**config.mk**
```make
export PLATFORM = sky130hd
export DESIGN_NAME = rf_wport_arbiter_flat
export DESIGN_NICKNAME = d
export VERILOG_FILES = /design/src/rtl/rf_wport_arbiter_if.sv /design/src/rtl/rf_wport_arbiter.sv /design/src/flat_wrapper.sv
export SDC_FILE = /design/constraint.sdc
export NUM_CORES = 1
export LEC_CHECK = 0
export CORE_ASPECT_RATIO = 0.8
export CORE_MARGIN = 5
export CORE_UTILIZATION = 42
export CTS_CLUSTER_DIAMETER = 40
export DETAILED_ROUTE_END_ITERATION = 8
export PLACE_DENSITY_LB_ADDON = 0.1
export REMOVE_ABC_BUFFERS = 1
export SETUP_SLACK_MARGIN = 0.2
export SKIP_CTS_REPAIR_TIMING = 1
export SLEW_MARGIN = 15
export SYNTH_ARGS = -nofsm -noshare
export SYNTH_HDL_FRONTEND = slang
export SYNTH_SLANG_ARGS = --single-unit
export TNS_END_PERCENT = 5
```
**constraint.sdc**
```tcl
create_clock -name clk -period 3.9 [get_ports clk]
set_clock_uncertainty 0.1 [all_clocks]
set_input_delay 1.17 -clock clk [delete_from_list [all_inputs] [get_ports clk]]
set_output_delay 1.17 -clock clk [all_outputs]
set_load 0.1 [all_outputs]
```
**src/rtl/rf_wport_arbiter_if.sv**
```systemverilog
// Signal bundle around the register-file write-port arbiter.
// The arbiter uses the slave view. The surrounding pipeline (or a bench) uses the master view.
interface rf_wport_arbiter_if #(
  parameter int DEPTH = 2,
  parameter int DW    = 32,
  parameter int AW    = 5
);
  localparam int CW = $clog2(DEPTH) + 1;

  logic              wb_we;
  logic [AW-1:0]     wb_wn;
  logic [DW-1:0]     wb_d;
  logic              lw_valid;
  logic [AW-1:0]     lw_wn;
  logic [DW-1:0]     lw_d;
  logic              lw_ready;
  logic              issue_valid;
  logic [AW-1:0]     issue_wn;
  logic [AW-1:0]     rna;
  logic [AW-1:0]     rnb;
  logic [AW-1:0]     dec_wn;
  logic              stall;
  logic              rf_we;
  logic [AW-1:0]     rf_wn;
  logic [DW-1:0]     rf_d;
  logic [2**AW-1:0]  pend;
  logic [CW-1:0]     fifo_cnt;

  modport master (
    output wb_we, wb_wn, wb_d, lw_valid, lw_wn, lw_d,
           issue_valid, issue_wn, rna, rnb, dec_wn,
    input  lw_ready, stall, rf_we, rf_wn, rf_d, pend, fifo_cnt
  );

  modport slave (
    input  wb_we, wb_wn, wb_d, lw_valid, lw_wn, lw_d,
           issue_valid, issue_wn, rna, rnb, dec_wn,
    output lw_ready, stall, rf_we, rf_wn, rf_d, pend, fifo_cnt
  );
endinterface

```
**src/rtl/rf_wport_arbiter.sv**
```systemverilog
// Shares the single register-file write port between writeback (fixed priority) and a FIFO
// of long-latency results. It also keeps the pending-destination scoreboard that drives the decode stall.
module rf_wport_arbiter #(
  parameter int DEPTH = 2,
  parameter int DW    = 32,
  parameter int AW    = 5
) (
  input  logic              clk,
  input  logic              clrn,
  rf_wport_arbiter_if.slave bus
);
  localparam int PW = $clog2(DEPTH);
  localparam int CW = PW + 1;
  localparam int NR = 2**AW;

  logic [AW-1:0] wn_mem [DEPTH];
  logic [DW-1:0] d_mem  [DEPTH];

  logic [PW-1:0] rd_ptr_reg;
  logic [PW-1:0] wr_ptr_reg;
  logic [CW-1:0] cnt_reg;
  logic [CW-1:0] cnt_next;
  logic [NR-1:0] pend_reg;
  logic [NR-1:0] pend_next;

  logic          wb_act;
  logic          fifo_ne;
  logic          ready;
  logic          push;
  logic          pop;
  logic [AW-1:0] head_wn;
  logic [DW-1:0] head_d;

  logic          sel_we;
  logic [AW-1:0] sel_wn;
  logic [DW-1:0] sel_d;

  assign wb_act  = bus.wb_we && (bus.wb_wn != '0);
  assign fifo_ne = (cnt_reg != '0);
  // Readiness comes from the registered count only. A full FIFO stays not-ready even while it drains.
  assign ready   = (cnt_reg < CW'(DEPTH)) && clrn;
  assign push    = bus.lw_valid && ready;
  assign pop     = fifo_ne && !wb_act;
  assign head_wn = wn_mem[rd_ptr_reg];
  assign head_d  = d_mem[rd_ptr_reg];

  always_comb begin
    sel_we = 1'b0;
    sel_wn = '0;
    sel_d  = '0;
    if (wb_act) begin
      sel_we = 1'b1;
      sel_wn = bus.wb_wn;
      sel_d  = bus.wb_d;
    end else if (fifo_ne) begin
      // A queued result for r0 still pops, but it must not reach the register file.
      sel_we = (head_wn != '0);
      sel_wn = head_wn;
      sel_d  = head_d;
    end
  end

  always_comb begin
    cnt_next = cnt_reg;
    case ({push, pop})
      2'b10:   cnt_next = cnt_reg + CW'(1);
      2'b01:   cnt_next = cnt_reg - CW'(1);
      default: cnt_next = cnt_reg;
    endcase
  end

  // Per-register scoreboard update. An issue in the same cycle overrides the clear from a drain.
  assign pend_next[0] = 1'b0;
  generate
    for (genvar gi = 1; gi < NR; gi++) begin : g_pend
      assign pend_next[gi] = (bus.issue_valid && (bus.issue_wn == AW'(gi))) ||
                             (pend_reg[gi] && !(pop && (head_wn == AW'(gi))));
    end
  endgenerate

  always_ff @(posedge clk or negedge clrn) begin
    if (!clrn) begin
      rd_ptr_reg <= '0;
      wr_ptr_reg <= '0;
      cnt_reg    <= '0;
      pend_reg   <= '0;
    end else begin
      if (push) wr_ptr_reg <= wr_ptr_reg + PW'(1);
      if (pop)  rd_ptr_reg <= rd_ptr_reg + PW'(1);
      cnt_reg  <= cnt_next;
      pend_reg <= pend_next;
    end
  end

  always_ff @(posedge clk) begin
    if (push) begin
      wn_mem[wr_ptr_reg] <= bus.lw_wn;
      d_mem[wr_ptr_reg]  <= bus.lw_d;
    end
  end

  assign bus.lw_ready = ready;
  // The register file samples on the following negedge, so a reset edge must kill the enable at once.
  assign bus.rf_we    = sel_we && clrn;
  assign bus.rf_wn    = sel_wn;
  assign bus.rf_d     = sel_d;
  assign bus.pend     = pend_reg;
  assign bus.fifo_cnt = cnt_reg;
  assign bus.stall    = ((bus.rna    != '0) && pend_reg[bus.rna]) ||
                        ((bus.rnb    != '0) && pend_reg[bus.rnb]) ||
                        ((bus.dec_wn != '0) && pend_reg[bus.dec_wn]);
endmodule

```
**src/flat_wrapper.sv**
```systemverilog
// flat-port wrapper written by rule: the top's interface ports become plain ports
module rf_wport_arbiter_flat 
#(
  parameter int DEPTH = 2,
  parameter int DW    = 32,
  parameter int AW    = 5
)
  (clk, clrn, bus_wb_we, bus_wb_wn, bus_wb_d, bus_lw_valid, bus_lw_wn, bus_lw_d, bus_issue_valid, bus_issue_wn, bus_rna, bus_rnb, bus_dec_wn, bus_lw_ready, bus_stall, bus_rf_we, bus_rf_wn, bus_rf_d, bus_pend, bus_fifo_cnt);
  rf_wport_arbiter_if #(.DEPTH(DEPTH), .DW(DW), .AW(AW)) bus_i ();
  input  logic clk;
  input  logic clrn;
  input wire logic [$bits(bus_i.wb_we)-1:0] bus_wb_we;
  input wire logic [$bits(bus_i.wb_wn)-1:0] bus_wb_wn;
  input wire logic [$bits(bus_i.wb_d)-1:0] bus_wb_d;
  input wire logic [$bits(bus_i.lw_valid)-1:0] bus_lw_valid;
  input wire logic [$bits(bus_i.lw_wn)-1:0] bus_lw_wn;
  input wire logic [$bits(bus_i.lw_d)-1:0] bus_lw_d;
  input wire logic [$bits(bus_i.issue_valid)-1:0] bus_issue_valid;
  input wire logic [$bits(bus_i.issue_wn)-1:0] bus_issue_wn;
  input wire logic [$bits(bus_i.rna)-1:0] bus_rna;
  input wire logic [$bits(bus_i.rnb)-1:0] bus_rnb;
  input wire logic [$bits(bus_i.dec_wn)-1:0] bus_dec_wn;
  output wire logic [$bits(bus_i.lw_ready)-1:0] bus_lw_ready;
  output wire logic [$bits(bus_i.stall)-1:0] bus_stall;
  output wire logic [$bits(bus_i.rf_we)-1:0] bus_rf_we;
  output wire logic [$bits(bus_i.rf_wn)-1:0] bus_rf_wn;
  output wire logic [$bits(bus_i.rf_d)-1:0] bus_rf_d;
  output wire logic [$bits(bus_i.pend)-1:0] bus_pend;
  output wire logic [$bits(bus_i.fifo_cnt)-1:0] bus_fifo_cnt;
  assign bus_i.wb_we = bus_wb_we;
  assign bus_i.wb_wn = bus_wb_wn;
  assign bus_i.wb_d = bus_wb_d;
  assign bus_i.lw_valid = bus_lw_valid;
  assign bus_i.lw_wn = bus_lw_wn;
  assign bus_i.lw_d = bus_lw_d;
  assign bus_i.issue_valid = bus_issue_valid;
  assign bus_i.issue_wn = bus_issue_wn;
  assign bus_i.rna = bus_rna;
  assign bus_i.rnb = bus_rnb;
  assign bus_i.dec_wn = bus_dec_wn;
  assign bus_lw_ready = bus_i.lw_ready;
  assign bus_stall = bus_i.stall;
  assign bus_rf_we = bus_i.rf_we;
  assign bus_rf_wn = bus_i.rf_wn;
  assign bus_rf_d = bus_i.rf_d;
  assign bus_pend = bus_i.pend;
  assign bus_fifo_cnt = bus_i.fifo_cnt;
  rf_wport_arbiter #(.DEPTH(DEPTH), .DW(DW), .AW(AW)) u_core (.clk(clk), .clrn(clrn), .bus(bus_i));
endmodule
```
# == After elaboration in Yosys (flattened, before gate mapping) ==
# Memories as Yosys holds them, arrays and structs flattened.
# Cells that the tools add are included.
# totals
elab_cells,266
register_bits,35
n_memories,2
ramBits,74
# memory_table
name,depth,width,read_ports,rd_ports_with_merged_regs,wr,line_no,text
u_core.d_mem,2,32,1,0,1,rf_wport_arbiter.sv:17,logic [DW-1:0] d_mem [DEPTH];
u_core.wn_mem,2,5,1,0,1,rf_wport_arbiter.sv:16,logic [AW-1:0] wn_mem [DEPTH];
# op_classes
reduce_logical,173
n_eq_ne,64
n_lt_le_gt_ge,4
addsub,4
n_mux,15
# ops
op,n
"== test 5 bit, second input constant",32
logical AND 1 bit,101
"== test 5 x 4 -> 1 bit, second input constant",16
2-to-1 mux 32 bit,2
"== test 5 x 3 -> 1 bit, second input constant",8
logical OR 1 bit,33
zero test 1 bit,32
nonzero test 5 bit,5
"== test 5 x 2 -> 1 bit, second input constant",4
"< comparator 5 x 6 -> 1 bit, second input constant",3
binary-select mux 1 bit (select 5 bit),3
"== test 5 x 1 -> 1 bit, second input constant",2
2-to-1 mux 5 bit,2
2-to-1 mux 1 bit,7
one-hot mux 2 bit (2 select lines),1
nonzero test 2 bit,2
"adder 1 bit, second input constant",2
"adder 2 x 1 -> 2 bit, second input constant",1
"== test 2 x 1 -> 1 bit, second input constant",1
"== test 2 bit, second input constant",1
"< comparator 2 bit, second input constant",1
"subtractor 2 x 1 -> 2 bit, second input constant",1

# == Longest topological paths before layout ==
# depth
depth_word,8
mapped_depth,9

# == Worst setup path before layout ==
# No wires, ideal clock.
# synth_timing
kind,input-to-output
startpoint,input bus_wb_wn[0]
endpoint,output bus_rf_d[26]
path_stages,5
arrival_time_ns,4.462
required_ns,2.630
path_slack_ns,-1.832
n_path_buf,2
path_cell_list,or4_1 o21a_1 buf_6 clkbuf_1 o31ai_1
# synth_via
elab_chain_len,3
# synth_lines
element,line_no,text
from (decl),flat_wrapper.sv:13,input wire logic [$bits(bus_i.wb_wn)-1:0] bus_wb_wn;
nonzero test 5 bit,rf_wport_arbiter.sv:38,assign wb_act = bus.wb_we && (bus.wb_wn != '0);
logical AND 1 bit,rf_wport_arbiter.sv:38,
2-to-1 mux 32 bit,rf_wport_arbiter.sv:51,if (wb_act) begin
to (decl),flat_wrapper.sv:27,output wire logic [$bits(bus_i.rf_d)-1:0] bus_rf_d;
# Every way passes these cells.

# == Worst setup path in the final report ==
# layout_timing
startpoint,input bus_wb_wn[2]
endpoint,output bus_rf_d[12]
# Same word-level chain as after synthesis.

==> impl_metrics.py <==
metrics = {
    "hold_path": {
        "min_from": "u_core.wr_ptr_reg$_DFFE_PN0N_",
        "hp-class": "reg2reg",
    },
    "pwr": {
        "pwr_density_cell_nw_per_um2": 798,
        "total_power_uw": 7490,
        "power.ir.vdd_worst_uv": 787,
        "power.static_leakage_uw": 0.00370,
    },
    "timing": {
        "setup_slack_ns": -0.307,
        "period_needed_ns": 4.21,
        "grt_setup_unrepaired": "true",
        "finalHoldWorstSlack_ns": 0.454,
        "timing_hold_violations_final": 0,
        "slew_headroom_pct": 23.4,
        "slew_viol_final": 0,
        "timing.fmax_ghz": 0.238,
        "final_min_period_over_clock_period_pct": 108,
        "setup_viol": 39,
        "worst_pin_slew_ns": 1.15,
    },
    "yosys": {
        "seq_area_frac_synth_pct": 56.2,
        "netlist.area_leader.share_pct": 40.3,
        "synth-edff-count": 74,
        "synth_largest_area_cell": "sky130_fd_sc_hd__edfxtp_1",
        "post_synth_main_area_contributors": "sky130_fd_sc_hd__edfxtp_1 40%, sky130_fd_sc_hd__dfrtp_1 16%, sky130_fd_sc_hd__mux2i_1 8.0%",
        "post_synthesis_area_per_instance_um2": 12.2,
        "syn_inst": 450,
        "synth-async-reset-ratio_pct": 32.1,
        "synth.cell_area_um2": 5510,
        "synth-seq-cells": 109,
        "netlist-cell-type-count": 46,
        "synthFlopType": "sky130_fd_sc_hd__edfxtp_1",
        "yosysWarnings": 0,
    },
    "cells_and_area": {
        "layout.nets": 792,
        "seq_area_um2": 3100,
        "largest_reg_flops": 64,
        "multi_input_comb_area_um2": 2800,
        "filler_instances": 893,
        "layout-drive-gt1-share_pct": 39.3,
        "syn2layout_area_growth_pct": 70.4,
        "final_cells": 872,
        "num_antenna_cells": 0,
        "fin_area_um2": 9390,
    },
    "critical_path": {
        "critical_path_peak_fanout": 7,
        "crit_type": "in2out",
        "critPathTopFamily": "buffers and inverters",
        "worst-endpoint-required_ns": 2.63,
        "critical_path.startpoint": "bus_wb_wn[2]",
        "critical_path.endpoint_type": "output pin",
        "crit_buf_inv": 5,
        "worst_path_most_repeated_cell": "sky130_fd_sc_hd__buf_12",
        "crit_path_top_delay_cell": "sky130_fd_sc_hd__or4_4",
        "worst-endpoint-arrival_ns": 2.94,
        "slowest_delay_ns": 0.53,
        "worstPathCellList": "buf_6 -> or4_4 -> o21a_4 -> buf_12 -> buf_12 -> o31ai_2 -> buf_4 -> buf_12",
        "critPathLaunchType": "input pin",
        "worstReg2RegStart": "u_core.bus.fifo_cnt[1]$_DFFE_PN0P_",
    },
    "global_route": {
        "grt_first_pass_wirelength_mm": 26.5,
        "global_route.overflow_total": 0,
        "grt_pass1_vias": 4780,
        "gr-usage-all-layers_pct": 21.7,
        "antenna_found_initial": 0,
        "pin_count_of_the_biggest_net_entering_global_routing": 38,
    },
    "cts": {
        "maximum_level_of_the_cts_h_tree": 3,
        "clock_insertion_delay_worst_skew_ns": 0.35,
        "clockRootBuffer": "sky130_fd_sc_hd__clkbuf_16",
        "cts-root-to-sink-buffers": 2,
        "clock_tree_from_tritoncts": "built",
        "cts-buffers-inserted": 9,
        "path_clk_slew_ns": 0.07,
        "cts.sinks": 109,
    },
    "job": {
        "max_cap_viol_count": 0,
    },
    "die": {
        "die_height_um": 112,
        "die_w_um": 138,
        "coreArea_um2": 12900,
        "fp.dieArea_um2": 15500,
        "design.portCount": 173,
        "row_count": 37,
        "initial_utilization_pct": 42.8,
    },
    "place": {
        "postPlaceCellArea_um2": 8290,
        "numPortBuffers": 171,
        "dpl.cell_count": 845,
        "place.gp.congestion": 0.904,
        "place.detailed.hpwl_mm": 13.0,
    },
    "detailed_routing": {
        "detail_route.wirelength_mm": 18.2,
        "detail_route.first_pass.iterations": 5,
        "route.vias.total": 4789,
        "post_drt_wl_per_cell_um": 20.8,
        "detail_route.drc_violations": 0,
        "drt_iter0_drc": 370,
        "vias_per_cell": 5.49,
        "ant_nets": 0,
    },
    "outcome": {
        "run_status": "finished with violations",
        "failed_checks": "negative setup slack",
    },
}
-- synthesized netlist by cell type, types with 6 or more instances --
| library cell | number |
|---|---|
| sky130_fd_sc_hd__mux4_2 | 17 |
| sky130_fd_sc_hd__nor2_1 | 12 |
| sky130_fd_sc_hd__nand2b_1 | 11 |
| sky130_fd_sc_hd__mux2_2 | 6 |
| sky130_fd_sc_hd__nand3_1 | 6 |
| sky130_fd_sc_hd__nand2_1 | 46 |
| sky130_fd_sc_hd__o21ai_0 | 59 |
| sky130_fd_sc_hd__o21ai_1 | 8 |
| sky130_fd_sc_hd__dfrtp_1 | 35 |
| sky130_fd_sc_hd__edfxtp_1 | 74 |
| sky130_fd_sc_hd__nor2b_1 | 6 |
| sky130_fd_sc_hd__inv_1 | 7 |
| sky130_fd_sc_hd__mux2i_1 | 44 |
| sky130_fd_sc_hd__clkbuf_1 | 18 |
| sky130_fd_sc_hd__a21oi_1 | 6 |
| sky130_fd_sc_hd__o31ai_1 | 35 |
-- metrics by stage --
step / setup WS (ns) / TNS (ns) / utilization (%)
finish: -0.307 / -9.58 / 72.9
global route: -0.354 / -10.70 / 72.9
CTS: -0.727 / -24.07 / 66.9
detailed placement: -0.718 / -23.81 / 64.4
global placement: -0.700 / -22.23 / 64.4
floorplan: -2.43 / -137.61 / -
-- kinds of logic (layout without fill, tap and decap cells) --
kind of cell,count (synthesis),after routing,synth area share [%]
AO/OA/AOI/OAI,124,124,13.7
AND/OR/NAND/NOR,110,110,10.3
flip-flops,109,109,56.2
multiplexers,67,67,16.2
buffers and inverters,33,280,2.50
XOR/XNOR,5,5,0.795
adder cells (fa/ha/maj),1,1,0.227
other,1,1,0.0681
-- worst reg2reg max path, cell delays in order (launching register included) --
cell                      delay, ns
sky130_fd_sc_hd__dfrtp_1       0.45
sky130_fd_sc_hd__nor2_4        0.91
sky130_fd_sc_hd__or2_4         0.28
sky130_fd_sc_hd__buf_4         0.14
sky130_fd_sc_hd__inv_1         0.05
sky130_fd_sc_hd__ha_1          0.32
sky130_fd_sc_hd__nor2_1        0.14
sky130_fd_sc_hd__xor2_1        0.15
-- routing by layer --
layer | global-route usage (%) | part of all wire, % | vias up
met5 | 0 | 0 | -
met4 | 3.82 | 1.1 | 0
met3 | 6.98 | 6.5 | 15
met2 | 34.1 | 47 | 160
met1 | 30.3 | 46 | 2381
li1 | - | - | 2233
-- area by class of cell --
class / count / area share [%]
flip-flops and latches: 109 / 33.0
repair buffers: 257 / 31.2
multi-input cells: 308 / 29.8
clock buffers: 14 / 2.93
well taps: 175 / 2.33
clock inverters: 2 / 0.413
inverters: 7 / 0.280
-- placed cells by master, fill, tap and decap left out, types with 3 or more instances in the layout --
cell type	n
sky130_fd_sc_hd__buf_6	20
sky130_fd_sc_hd__dlymetal6s2s_1	8
sky130_fd_sc_hd__inv_1	7
sky130_fd_sc_hd__nand3b_1	5
sky130_fd_sc_hd__buf_12	47
sky130_fd_sc_hd__nand2_2	17
sky130_fd_sc_hd__nand4_1	5
sky130_fd_sc_hd__mux4_2	17
sky130_fd_sc_hd__nor3_1	3
sky130_fd_sc_hd__o31ai_2	10
sky130_fd_sc_hd__edfxtp_1	74
sky130_fd_sc_hd__o31ai_4	25
sky130_fd_sc_hd__mux2i_1	42
sky130_fd_sc_hd__clkdlybuf4s50_1	84
sky130_fd_sc_hd__clkbuf_1	3
sky130_fd_sc_hd__nand2_1	27
sky130_fd_sc_hd__nor2b_1	6
sky130_fd_sc_hd__nand4b_1	5
sky130_fd_sc_hd__o21ai_0	57
sky130_fd_sc_hd__a21oi_1	6
sky130_fd_sc_hd__buf_4	88
sky130_fd_sc_hd__mux2_2	5
sky130_fd_sc_hd__o21ai_1	9
sky130_fd_sc_hd__nand2b_1	11
sky130_fd_sc_hd__clkbuf_16	14
sky130_fd_sc_hd__dfrtp_1	34
sky130_fd_sc_hd__xnor2_1	4
sky130_fd_sc_hd__nor2_1	9
sky130_fd_sc_hd__clkbuf_2	4
sky130_fd_sc_hd__nand3_1	6
-- worst paths after layout --
| path | endpoint | slack [ns] | cells past startpoint |
|---|---|---|---|
| min | u_core.wr_ptr_reg$_DFFE_PN0N_ | 0.45 | 1 |
| min in group asynchronous | u_core.rd_ptr_reg$_DFFE_PN0P_ | 1.23 | 2 |
| max | bus_rf_d[12] | -0.31 | 8 |
| min reg2reg | u_core.wr_ptr_reg$_DFFE_PN0N_ | 0.45 | 1 |
| max in group asynchronous | u_core.bus.pend[9]$_DFF_PN0_ | 2.13 | 2 |
| max reg2reg | u_core.bus.fifo_cnt[1]$_DFFE_PN0P_ | 1.29 | 7 |
-- power breakdown --
group	internal [uW]	switching, uW
registers	1510	384
logic	1510	3120
clock network	558	403
Power figures use the tool's default switching activity.
